$ cat src/rtl/aclint_multi_hart_if.sv
// aclint_multi_hart_if
//   Memory-bus slave port of the ACLINT.
//   Request:  valid, addr[63:0], wen, wdata[63:0], wmask[7:0]  (master -> slave)
//   Response: ready (tied high), rvalid, rdata[63:0]           (slave -> master)
interface aclint_multi_hart_if;
  logic        valid;
  logic        ready;
  logic [63:0] addr;
  logic        wen;
  logic [63:0] wdata;
  logic [7:0]  wmask;
  logic        rvalid;
  logic [63:0] rdata;

  modport master (output valid, addr, wen, wdata, wmask, input ready, rvalid, rdata);
  modport slave  (input valid, addr, wen, wdata, wmask, output ready, rvalid, rdata);
endinterface

$ cat src/rtl/aclint_multi_hart.sv
// aclint_multi_hart
//   ACLINT MSWI + MTIMER for up to 8 harts behind one bus slave port.
//   Ports:
//     clk, rst       - clock, synchronous active-high reset
//     membus         - aclint_multi_hart_if.slave request/response port
//     msip[HART_NUM] - per-hart software interrupt pending
//     mtip[HART_NUM] - per-hart timer interrupt pending (registered compare)
//     mtime[63:0]    - current MTIME
//   Map (64-bit words, addr[2:0] ignored):
//     0x0000+8k : MSIP[2k] bit 0, MSIP[2k+1] bit 32
//     0x4000+8h : MTIMECMP[h]
//     0xBFF8    : MTIME
//   Build option: ACLINT_PRESCALE_EN enables a TICK_DIV-cycle prescaler
//   for MTIME; otherwise MTIME increments every cycle.

// Per-hart MTIMECMP register and timer-interrupt flop.
module aclint_hart_timer (
  input  logic        clk,
  input  logic        rst,
  input  logic        we_i,
  input  logic [63:0] wdata_i,
  input  logic [7:0]  wmask_i,
  input  logic [63:0] mtime_i,
  output logic [63:0] cmp_o,
  output logic        mtip_o
);
  logic [63:0] cmp_q, cmp_d;
  logic        mtip_q;

  always_comb begin
    cmp_d = cmp_q;
    for (int b = 0; b < 8; b++)
      if (we_i && wmask_i[b]) cmp_d[8*b +: 8] = wdata_i[8*b +: 8];
  end

  always_ff @(posedge clk) begin
    if (rst) begin
      cmp_q  <= '1;
      mtip_q <= 1'b0;
    end else begin
      cmp_q  <= cmp_d;
      mtip_q <= (mtime_i >= cmp_q);
    end
  end

  assign cmp_o  = cmp_q;
  assign mtip_o = mtip_q;
endmodule

module aclint_multi_hart #(
  parameter int unsigned HART_NUM = 1,
  parameter int unsigned TICK_DIV = 1
) (
  input  logic                clk,
  input  logic                rst,
  aclint_multi_hart_if.slave  membus,
  output logic [HART_NUM-1:0] msip,
  output logic [HART_NUM-1:0] mtip,
  output logic [63:0]         mtime
);
  logic [12:0] widx;
  logic        wr, rd, sel_msip, sel_cmp, sel_mtime, tick;
  logic [63:0] mtime_q, mtime_d, mtime_inc;
  logic [63:0] rdata_q, rdata_d;
  logic        rvalid_q;
  logic [HART_NUM-1:0]        msip_q, msip_d, cmp_we;
  logic [HART_NUM-1:0][63:0]  cmp;

  assign widx      = membus.addr[15:3];
  assign wr        = membus.valid &&  membus.wen;
  assign rd        = membus.valid && !membus.wen;
  assign sel_msip  = (widx[12:11] == 2'b00);
  assign sel_cmp   = (widx[12:11] == 2'b01);
  assign sel_mtime = (widx == 13'h17FF);

  logic unused_addr;
  assign unused_addr = ^{membus.addr[63:16], membus.addr[2:0]};

`ifdef ACLINT_PRESCALE_EN
  localparam int unsigned PW = (TICK_DIV > 1) ? $clog2(TICK_DIV) : 1;
  logic [PW-1:0] presc_q;
  // Free-running; MTIME writes deliberately leave the phase untouched.
  assign tick = (presc_q == PW'(TICK_DIV - 1));
  always_ff @(posedge clk) begin
    if (rst)       presc_q <= '0;
    else if (tick) presc_q <= '0;
    else           presc_q <= presc_q + 1'b1;
  end
`else
  logic [31:0] unused_tick_div;
  assign unused_tick_div = 32'(TICK_DIV);
  assign tick = 1'b1;
`endif

  // Written bytes override the increment; the rest take the incremented value.
  assign mtime_inc = mtime_q + {63'd0, tick};
  always_comb begin
    mtime_d = mtime_inc;
    for (int b = 0; b < 8; b++)
      if (wr && sel_mtime && membus.wmask[b]) mtime_d[8*b +: 8] = membus.wdata[8*b +: 8];
  end

  for (genvar h = 0; h < HART_NUM; h++) begin : g_hart
    localparam int unsigned LANE = h % 2;
    logic msip_we;
    // Even harts live in lane 0 / bit 0, odd harts in lane 4 / bit 32.
    assign msip_we   = wr && sel_msip && (widx[10:0] == 11'(h / 2)) && membus.wmask[4*LANE];
    assign msip_d[h] = msip_we ? membus.wdata[32*LANE] : msip_q[h];
    assign cmp_we[h] = wr && sel_cmp && (widx[10:0] == 11'(h));

    aclint_hart_timer u_timer (
      .clk     (clk),
      .rst     (rst),
      .we_i    (cmp_we[h]),
      .wdata_i (membus.wdata),
      .wmask_i (membus.wmask),
      .mtime_i (mtime_q),
      .cmp_o   (cmp[h]),
      .mtip_o  (mtip[h])
    );
  end

  // Read data reflects register values before this cycle's update.
  always_comb begin
    rdata_d = '0;
    if (rd) begin
      if (sel_msip) begin
        for (int h = 0; h < int'(HART_NUM); h++)
          if (widx[10:0] == 11'(h / 2)) rdata_d[32*(h%2)] = msip_q[h];
      end else if (sel_cmp) begin
        for (int h = 0; h < int'(HART_NUM); h++)
          if (widx[10:0] == 11'(h)) rdata_d = cmp[h];
      end else if (sel_mtime) begin
        rdata_d = mtime_q;
      end
    end
  end

  always_ff @(posedge clk) begin
    if (rst) begin
      mtime_q  <= '0;
      msip_q   <= '0;
      rvalid_q <= 1'b0;
      rdata_q  <= '0;
    end else begin
      mtime_q  <= mtime_d;
      msip_q   <= msip_d;
      rvalid_q <= membus.valid;
      rdata_q  <= rdata_d;
    end
  end

  assign membus.ready  = 1'b1;
  assign membus.rvalid = rvalid_q;
  assign membus.rdata  = rdata_q;
  assign msip          = msip_q;
  assign mtime         = mtime_q;
endmodule

$ cat src/flat_wrapper.sv
// flat-port wrapper written by rule: the top's interface ports become plain ports
module aclint_multi_hart_flat 
#(
  parameter int unsigned HART_NUM = 1,
  parameter int unsigned TICK_DIV = 1
)
  (clk, rst, msip, mtip, mtime, membus_valid, membus_addr, membus_wen, membus_wdata, membus_wmask, membus_ready, membus_rvalid, membus_rdata);
  aclint_multi_hart_if membus_i ();
  input  logic clk;
  input  logic rst;
  output logic [HART_NUM-1:0] msip;
  output logic [HART_NUM-1:0] mtip;
  output logic [63:0] mtime;
  input wire logic [$bits(membus_i.valid)-1:0] membus_valid;
  input wire logic [$bits(membus_i.addr)-1:0] membus_addr;
  input wire logic [$bits(membus_i.wen)-1:0] membus_wen;
  input wire logic [$bits(membus_i.wdata)-1:0] membus_wdata;
  input wire logic [$bits(membus_i.wmask)-1:0] membus_wmask;
  output wire logic [$bits(membus_i.ready)-1:0] membus_ready;
  output wire logic [$bits(membus_i.rvalid)-1:0] membus_rvalid;
  output wire logic [$bits(membus_i.rdata)-1:0] membus_rdata;
  assign membus_i.valid = membus_valid;
  assign membus_i.addr = membus_addr;
  assign membus_i.wen = membus_wen;
  assign membus_i.wdata = membus_wdata;
  assign membus_i.wmask = membus_wmask;
  assign membus_ready = membus_i.ready;
  assign membus_rvalid = membus_i.rvalid;
  assign membus_rdata = membus_i.rdata;
  aclint_multi_hart #(.HART_NUM(HART_NUM), .TICK_DIV(TICK_DIV)) u_core (.clk(clk), .rst(rst), .membus(membus_i), .msip(msip), .mtip(mtip), .mtime(mtime));
endmodule
$ cat config.mk
export PLATFORM = sky130hd
export DESIGN_NAME = aclint_multi_hart_flat
export DESIGN_NICKNAME = d
export VERILOG_FILES = /design/src/rtl/aclint_multi_hart_if.sv /design/src/rtl/aclint_multi_hart.sv /design/src/flat_wrapper.sv
export SDC_FILE = /design/constraint.sdc
export NUM_CORES = 1
export LEC_CHECK = 0
export CORE_ASPECT_RATIO = 0.8
export CORE_MARGIN = 2
export CORE_UTILIZATION = 53
export CTS_CLUSTER_SIZE = 8
export DETAILED_ROUTE_END_ITERATION = 10
export PLACE_DENSITY = 0.87
export SYNTH_ARGS = -nofsm -noshare
export SYNTH_HDL_FRONTEND = slang
export SYNTH_SLANG_ARGS = --single-unit
$ cat constraint.sdc
create_clock -name clk -period 4.5 [get_ports clk]
set_input_delay 0.9 -clock clk [delete_from_list [all_inputs] [get_ports clk]]
set_output_delay 0.9 -clock clk [all_outputs]
set_load 0.02 [all_outputs]
After elaboration in Yosys (flattened, before gate mapping)
Cells that the tools add are included.
Storage, ports and cells
  register bits: 195
  input bits: 140
  output and inout bits: 132
  logic and storage cells: 61
Cells by class
  add/subtract/negate cells: 1
  order comparisons: 1
  eq/ne operators: 2
  mux-type cells: 13
  bitwise logic cells: 1
  reductions and logical operators: 29
Operator list (count)
  two-way mux 64 bit: 3
  adder 64 x 1 -> 64 bit, second input constant: 1
  >= comparator 64 bit: 1
  two-way mux 8 bit: 8
  logical AND 1 bit: 24
  == test 13 bit, second input constant: 1
  zero test 11 bit: 1
  OR reduction 3 bit: 1
  == test 2 x 1 -> 1 bit, second input constant: 1
  zero test 2 bit: 1
  two-way mux 1 bit: 2
  OR reduction 2 bit: 1
  zero test 1 bit: 1
  inverter 1 bit: 1

Longest topological paths before layout
  depth in word-level cells: 4
  gate-level depth with buffers: 9
  mapped depth without buffers: 8

Modules after synthesis
A second synthesis with hierarchy kept.
Unflattened totals
  cells, all modules: 1137
  area total of the unflattened synthesis: 9900.7 µm²
Modules (own cells, without submodules)
  aclint_multi_hart: instances 1, cells an instance 691, area an instance 5941.9 µm², sequential area each 2602.5 µm²
  aclint_hart_timer: instances 1, cells an instance 446, area an instance 3958.8 µm², sequential area each 1301.2 µm²

Least setup slack after synthesis
OpenSTA, ideal clock, no wires.
  path kind: input -> register
  from: in membus_valid
  to: reg u_core.g_hart[0].u_timer.cmp_q[37]
  library setup time: 0.120 ns
  data arrival time: 2.435 ns
  required time: 4.380 ns
  path slack: 1.946 ns
  cell stages on the path: 8
  path buffers: 3
  cells stage by stage: and2_1 -> clkbuf_1 -> clkbuf_1 -> nand2_1 -> nor2_1 -> clkbuf_1 -> nor2_1 -> a211o_1
On the way
  longest elaborated chain between the ends: 4
RTL lines
  from (decl): RTL line flat_wrapper.sv:14  | input wire logic [$bits(membus_i.valid)-1:0] membus_valid;
  logical AND 1 bit: RTL line aclint_multi_hart.sv:70  | assign wr = membus.valid && membus.wen;
  logical AND 1 bit (2 in a row): RTL line aclint_multi_hart.sv:109  | assign cmp_we[h] = wr && sel_cmp && (widx[10:0] == 11'(h));
  logical AND 1 bit: RTL line aclint_multi_hart.sv:33  | if (we_i && wmask_i[b]) cmp_d[8*b +: 8] = wdata_i[8*b +: 8];
  to (signal assigned): RTL line aclint_multi_hart.sv:41  | cmp_q <= cmp_d;
  to (decl): RTL line aclint_multi_hart.sv:27  | logic [63:0] cmp_q, cmp_d;
Every way passes these cells.
A chain may end at the register's enable or synchronous reset.

Worst setup path in the final report
  from: in membus_addr[6]
  to: reg u_core.mtime_q[43] (netlist: u_core.mtime[43])
On the way
  longest elaborated chain between the ends: 4
RTL lines
  from (decl): RTL line flat_wrapper.sv:15  | input wire logic [$bits(membus_i.addr)-1:0] membus_addr;
  == test 13 bit: RTL line aclint_multi_hart.sv:74  | assign sel_mtime = (widx == 13'h17FF);
  logical AND 1 bit (2 in a row): RTL line aclint_multi_hart.sv:100  | if (wr && sel_mtime && membus.wmask[b]) mtime_d[8*b +: 8] = membus.wdata[8*b +: 8];
  two-way mux 8 bit: RTL line aclint_multi_hart.sv:100
  to (signal assigned): RTL line aclint_multi_hart.sv:146  | mtime_q <= mtime_d;
  to (decl): RTL line aclint_multi_hart.sv:63  | logic [63:0] mtime_q, mtime_d, mtime_inc;
Every way passes these cells.

==> reports/summary.txt <==
FINISH
----------------------------------------------------------------------------------------
ANT cells                                                                              0
Layout area overhead                                                               29.7%
Net count, final                                                                    1618
Share of final-layout standard cells stronger than drive strength 1                4.21%

FLOORPLANNING
----------------------------------------------------------------------------------------
Standard-cell row count                                                               44
Vertical die dimension                                                            127 um
Die boundary width                                                                158 um
I/O pin cnt                                                                          272
Core Footprint                                                               18300 sq um
Effective utilization at floorplan                                                 54.7%
Total die area                                                               20000 sq um

SETUP PATH
----------------------------------------------------------------------------------------
Buffer and inverter count on the worst path                                            2
Crit Path Category                                                          input port to flop
CP Data Arrival Time                                                             3480 ps
CP delay by family, top                                                     simple AND/OR/NAND/NOR gates
Internal reg-to-reg setup slack                                                  1510 ps
WP data required                                                                 4850 ps
Worst reg2reg endpoint                                                      u_core.mtime[50]$_SDFF_PP0_
R2R depth                                                                              7
Highest net fanout along the worst path                                               73
Sort of element at the end of the critical path                                     flop
Reg-to-reg startpoint                                                       u_core.mtime[0]$_SDFF_PP0_
Element type at the critical path start                                       input port
CP max-delay cell                                                                nor3b_1
CP dominant cell by count                                                        nand2_1
Slowest stage delay, CP                                                           790 ps
Ordered cell list for the critical path                                     clkdlybuf4s50_1, nand4_1, nor4_4, buf_12, nand2_1, nor3b_1, nand2_1, o21ai_0

HOLD PATH
----------------------------------------------------------------------------------------
Hold endpoint                                                               u_core.g_hart[0].u_timer.cmp_o[53]$_SDFFE_PP1P_
Launch point of the worst hold path                                         u_core.g_hart[0].u_timer.cmp_o[53]$_SDFFE_PP1P_
Tightest Hold Check Type                                                    flop to flop
Hold path cells                                                                        2

CTS
----------------------------------------------------------------------------------------
Source-to-sink clock delay at the later pin of the worst-skew pair                440 ps
Number of gates given a new drive strength after cts                                   0
Root buffer selected by CTS                                                    clkbuf_16
Setup Fix Bufs, Post-CTS                                                               0
Quantity of hold-fixing buffers added after cts                                        0
Maximum level of the CTS H-tree                                                        4
CTS buffer count                                                                      17
CTS tree                                                                             yes
CTS clock-pin slew for the worst setup and hold paths                              70 ps
Clock Tree Buf Depth                                                                   2
Clock Sink Count                                                                     195

SYNTH
----------------------------------------------------------------------------------------
Number of flops mapped to enable cells by yosys                                        0
Area leader, netlist                                                             dfxtp_1
Area of the mapped netlist                                                   10000 sq um
Count of cell types in the netlist                                                    51
Most common flop cell mapped by yosys                                            dfxtp_1
Most used standard cell by instance count after synthesis                        dfxtp_1
Net count after synthesis                                                           1437
Number of warnings printed during yosys synthesis                                      0
Post-synthesis sequential element count                                              195
Post-synthesis average cell area                                              8.13 sq um
Area fraction of the dominant cell type after synthesis                            39.0%
Share of flip-flops with an asynchronous set or reset                                 0%
Fraction of the yosys area taken by sequential cells                               39.0%
Cell count after synthesis                                                          1232
Leading post-synthesis cells by instance count                              dfxtp_1, nand2_1, nor2_1
Largest cells by area after synthesis                                       dfxtp_1, ha_1, nand2_1, a21oi_1, a211oi_1

ROUTE
----------------------------------------------------------------------------------------
Average wire per standard cell                                                   19.0 um
First DRT Iteration DRCs                                                             983
Total DRC errors in the routed layout                                                  0
Overall routed net length                                                       31800 um
Mean number of vias per cell                                                        5.99
Via count                                                                          10100
Post-DRT Antenna Nets                                                                  0
Number of search-and-repair iterations in the first detailed-routing pass              6

PLACED DESIGN
----------------------------------------------------------------------------------------
Half-perimeter wire length of the detailed placement result                     21700 um
Placer congestion estimate                                                         0.934
Number of input and output port buffers inserted                                     219

POWER AND IR DROP
----------------------------------------------------------------------------------------
Power Dens Cells                                                             282 nW/um^2
Static power due to leakage                                                      5.49 nW
Overall power                                                                  0.00367 W
Peak VDD IR                                                                     0.218 mV

GLOBAL ROUTING
----------------------------------------------------------------------------------------
Initial antenna violation count                                                        0
Via count of the first global-routing pass                                          9700
First-pass GRT wire length                                                      50300 um
Global-route usage over all layers                                                 31.7%
Maximum number of pins on one net before global-route repair                         115
Remaining global-route overflow                                                        0

TIMING
----------------------------------------------------------------------------------------
Worst max-slew margin expressed relative to the limit                              19.4%
Worst-margin pin slew                                                            1210 ps
Setup tns final                                                                     0 ps
Final Max Tran Viols                                                                   0
Fmax                                                                             320 MHz
Setup-violating endpoint count in the final report                                     0
Unrepaired setup endpoints after global routing                                       no
Final number of hold-violating endpoints                                               0
Minimum period implied by the final worst setup slack                            3130 ps
Period utilisation layout                                                          69.5%
Post-Route Skew                                                                  11.0 ps

RUN STATUS
----------------------------------------------------------------------------------------
Outcome                                                                     finished clean

JOB
----------------------------------------------------------------------------------------
Maximum capacitance violations                                                         0

## final cells by class
cell class                      instances  area (sq um)
Multi-Input combinational cell        893          5570
Fill cell                            1408          5330
Sequential cell                       195          3900
Timing Repair Buffer                  233          2300
Clock buffer                           19           433
Tap cell                              253           317
Inverter                               73           274
Clock inverter                         12           201
## cells in the final DEF (no fill, tap or decap), types with 14 or more instances in the layout
| cell type | Yosys | routed |
|---|---|---|
| nand4_1 | 27 | 27 |
| a211o_1 | 32 | 32 |
| a21oi_1 | 114 | 114 |
| nand2_1 | 180 | 180 |
| inv_1 | 73 | 73 |
| a211oi_1 | 72 | 72 |
| nor3_1 | 19 | 19 |
| dfxtp_1 | 195 | 195 |
| buf_4 | 2 | 14 |
| clkbuf_16 | 0 | 17 |
| a22o_1 | 16 | 16 |
| clkdlybuf4s50_1 | 0 | 217 |
| xor2_1 | 30 | 30 |
| o21ai_0 | 19 | 19 |
| nand3b_1 | 33 | 33 |
| ha_1 | 65 | 65 |
| nor2_1 | 121 | 121 |
| xnor2_1 | 26 | 26 |
| nand3_1 | 37 | 37 |
## metrics by stage
stage               hold slack, ps  worst slack (ps)  cells  cell area, sq um  util [%]
detailed placement             480               996   1647             12400      67.4
finish                         490              1370   1678             13000      70.9
global placement               471              1150   1647             12400      67.4
floorplan                      460              1950   1232             10000         -
global route                   508              1150   1678             13000      70.9
CTS                            489              1450   1678             13000      70.9
## worst register-to-register path, stage by stage, from the launching register on
cell and delay (ps):
dfxtp_1 490, ha_1 320, nand2_1 130, or3_4 420, or3_1 750, nor4_1 470
xor2_1 120, a22o_1 190
## kinds of logic (layout without fill, tap and decap cells)
group | after synthesis | in the layout | synth area share (%)
AO/OA/AOI/OAI | 282 | 282 | 18.5
XOR/XNOR | 56 | 56 | 4.89
adder cells (fa/ha/maj) | 65 | 65 | 8.11
buffers and inverters | 144 | 337 | 5.71
flip-flops | 195 | 195 | 39.0
multiplexers | 3 | 3 | 0.300
other | 1 | 1 | 0.0374
AND/OR/NAND/NOR | 486 | 486 | 23.5
## registers in the layout, summed over array words and instances (netlist names)
name and cells:
u_core.membus.rvalid 1, u_core.membus.rdata 64, u_core.mtime 64, u_core.msip 1, u_core.g_hart.u_timer.cmp_o 64, u_core.g_hart.u_timer.mtip_o 1
## worst max-delay path by stage
stage                               from                                         endpoint  cells after the start
after CTS                 membus_addr[6]                      u_core.mtime[43]$_SDFF_PP0_                      8
after global placement    membus_addr[6]                      u_core.mtime[40]$_SDFF_PP0_                      8
after floorplan             membus_valid  u_core.g_hart[0].u_timer.cmp_o[37]$_SDFFE_PP1P_                      8
after detailed placement  membus_addr[6]                      u_core.mtime[43]$_SDFF_PP0_                      8
after global routing      membus_addr[6]                      u_core.mtime[43]$_SDFF_PP0_                      8
final                     membus_addr[6]                      u_core.mtime[43]$_SDFF_PP0_                      8
## layer usage
layer / global-route usage (%) / wire [um]
met5: 0 / 0
met4: 11.8 / 782
met3: 6.11 / 3070
met2: 49.9 / 14500
met1: 43.2 / 13400
## where the power goes
group	total, W	internal (W)	switching (W)	leakage, nW
Combinational	0.000246	0.000118	0.000127	3.61
Sequential	0.00175	0.00174	0.00000803	1.58
Clock	0.00168	0.000988	0.000691	0.304
Total	0.00367	0.00284	0.000826	5.49
(Power assumes the default switching activity.)
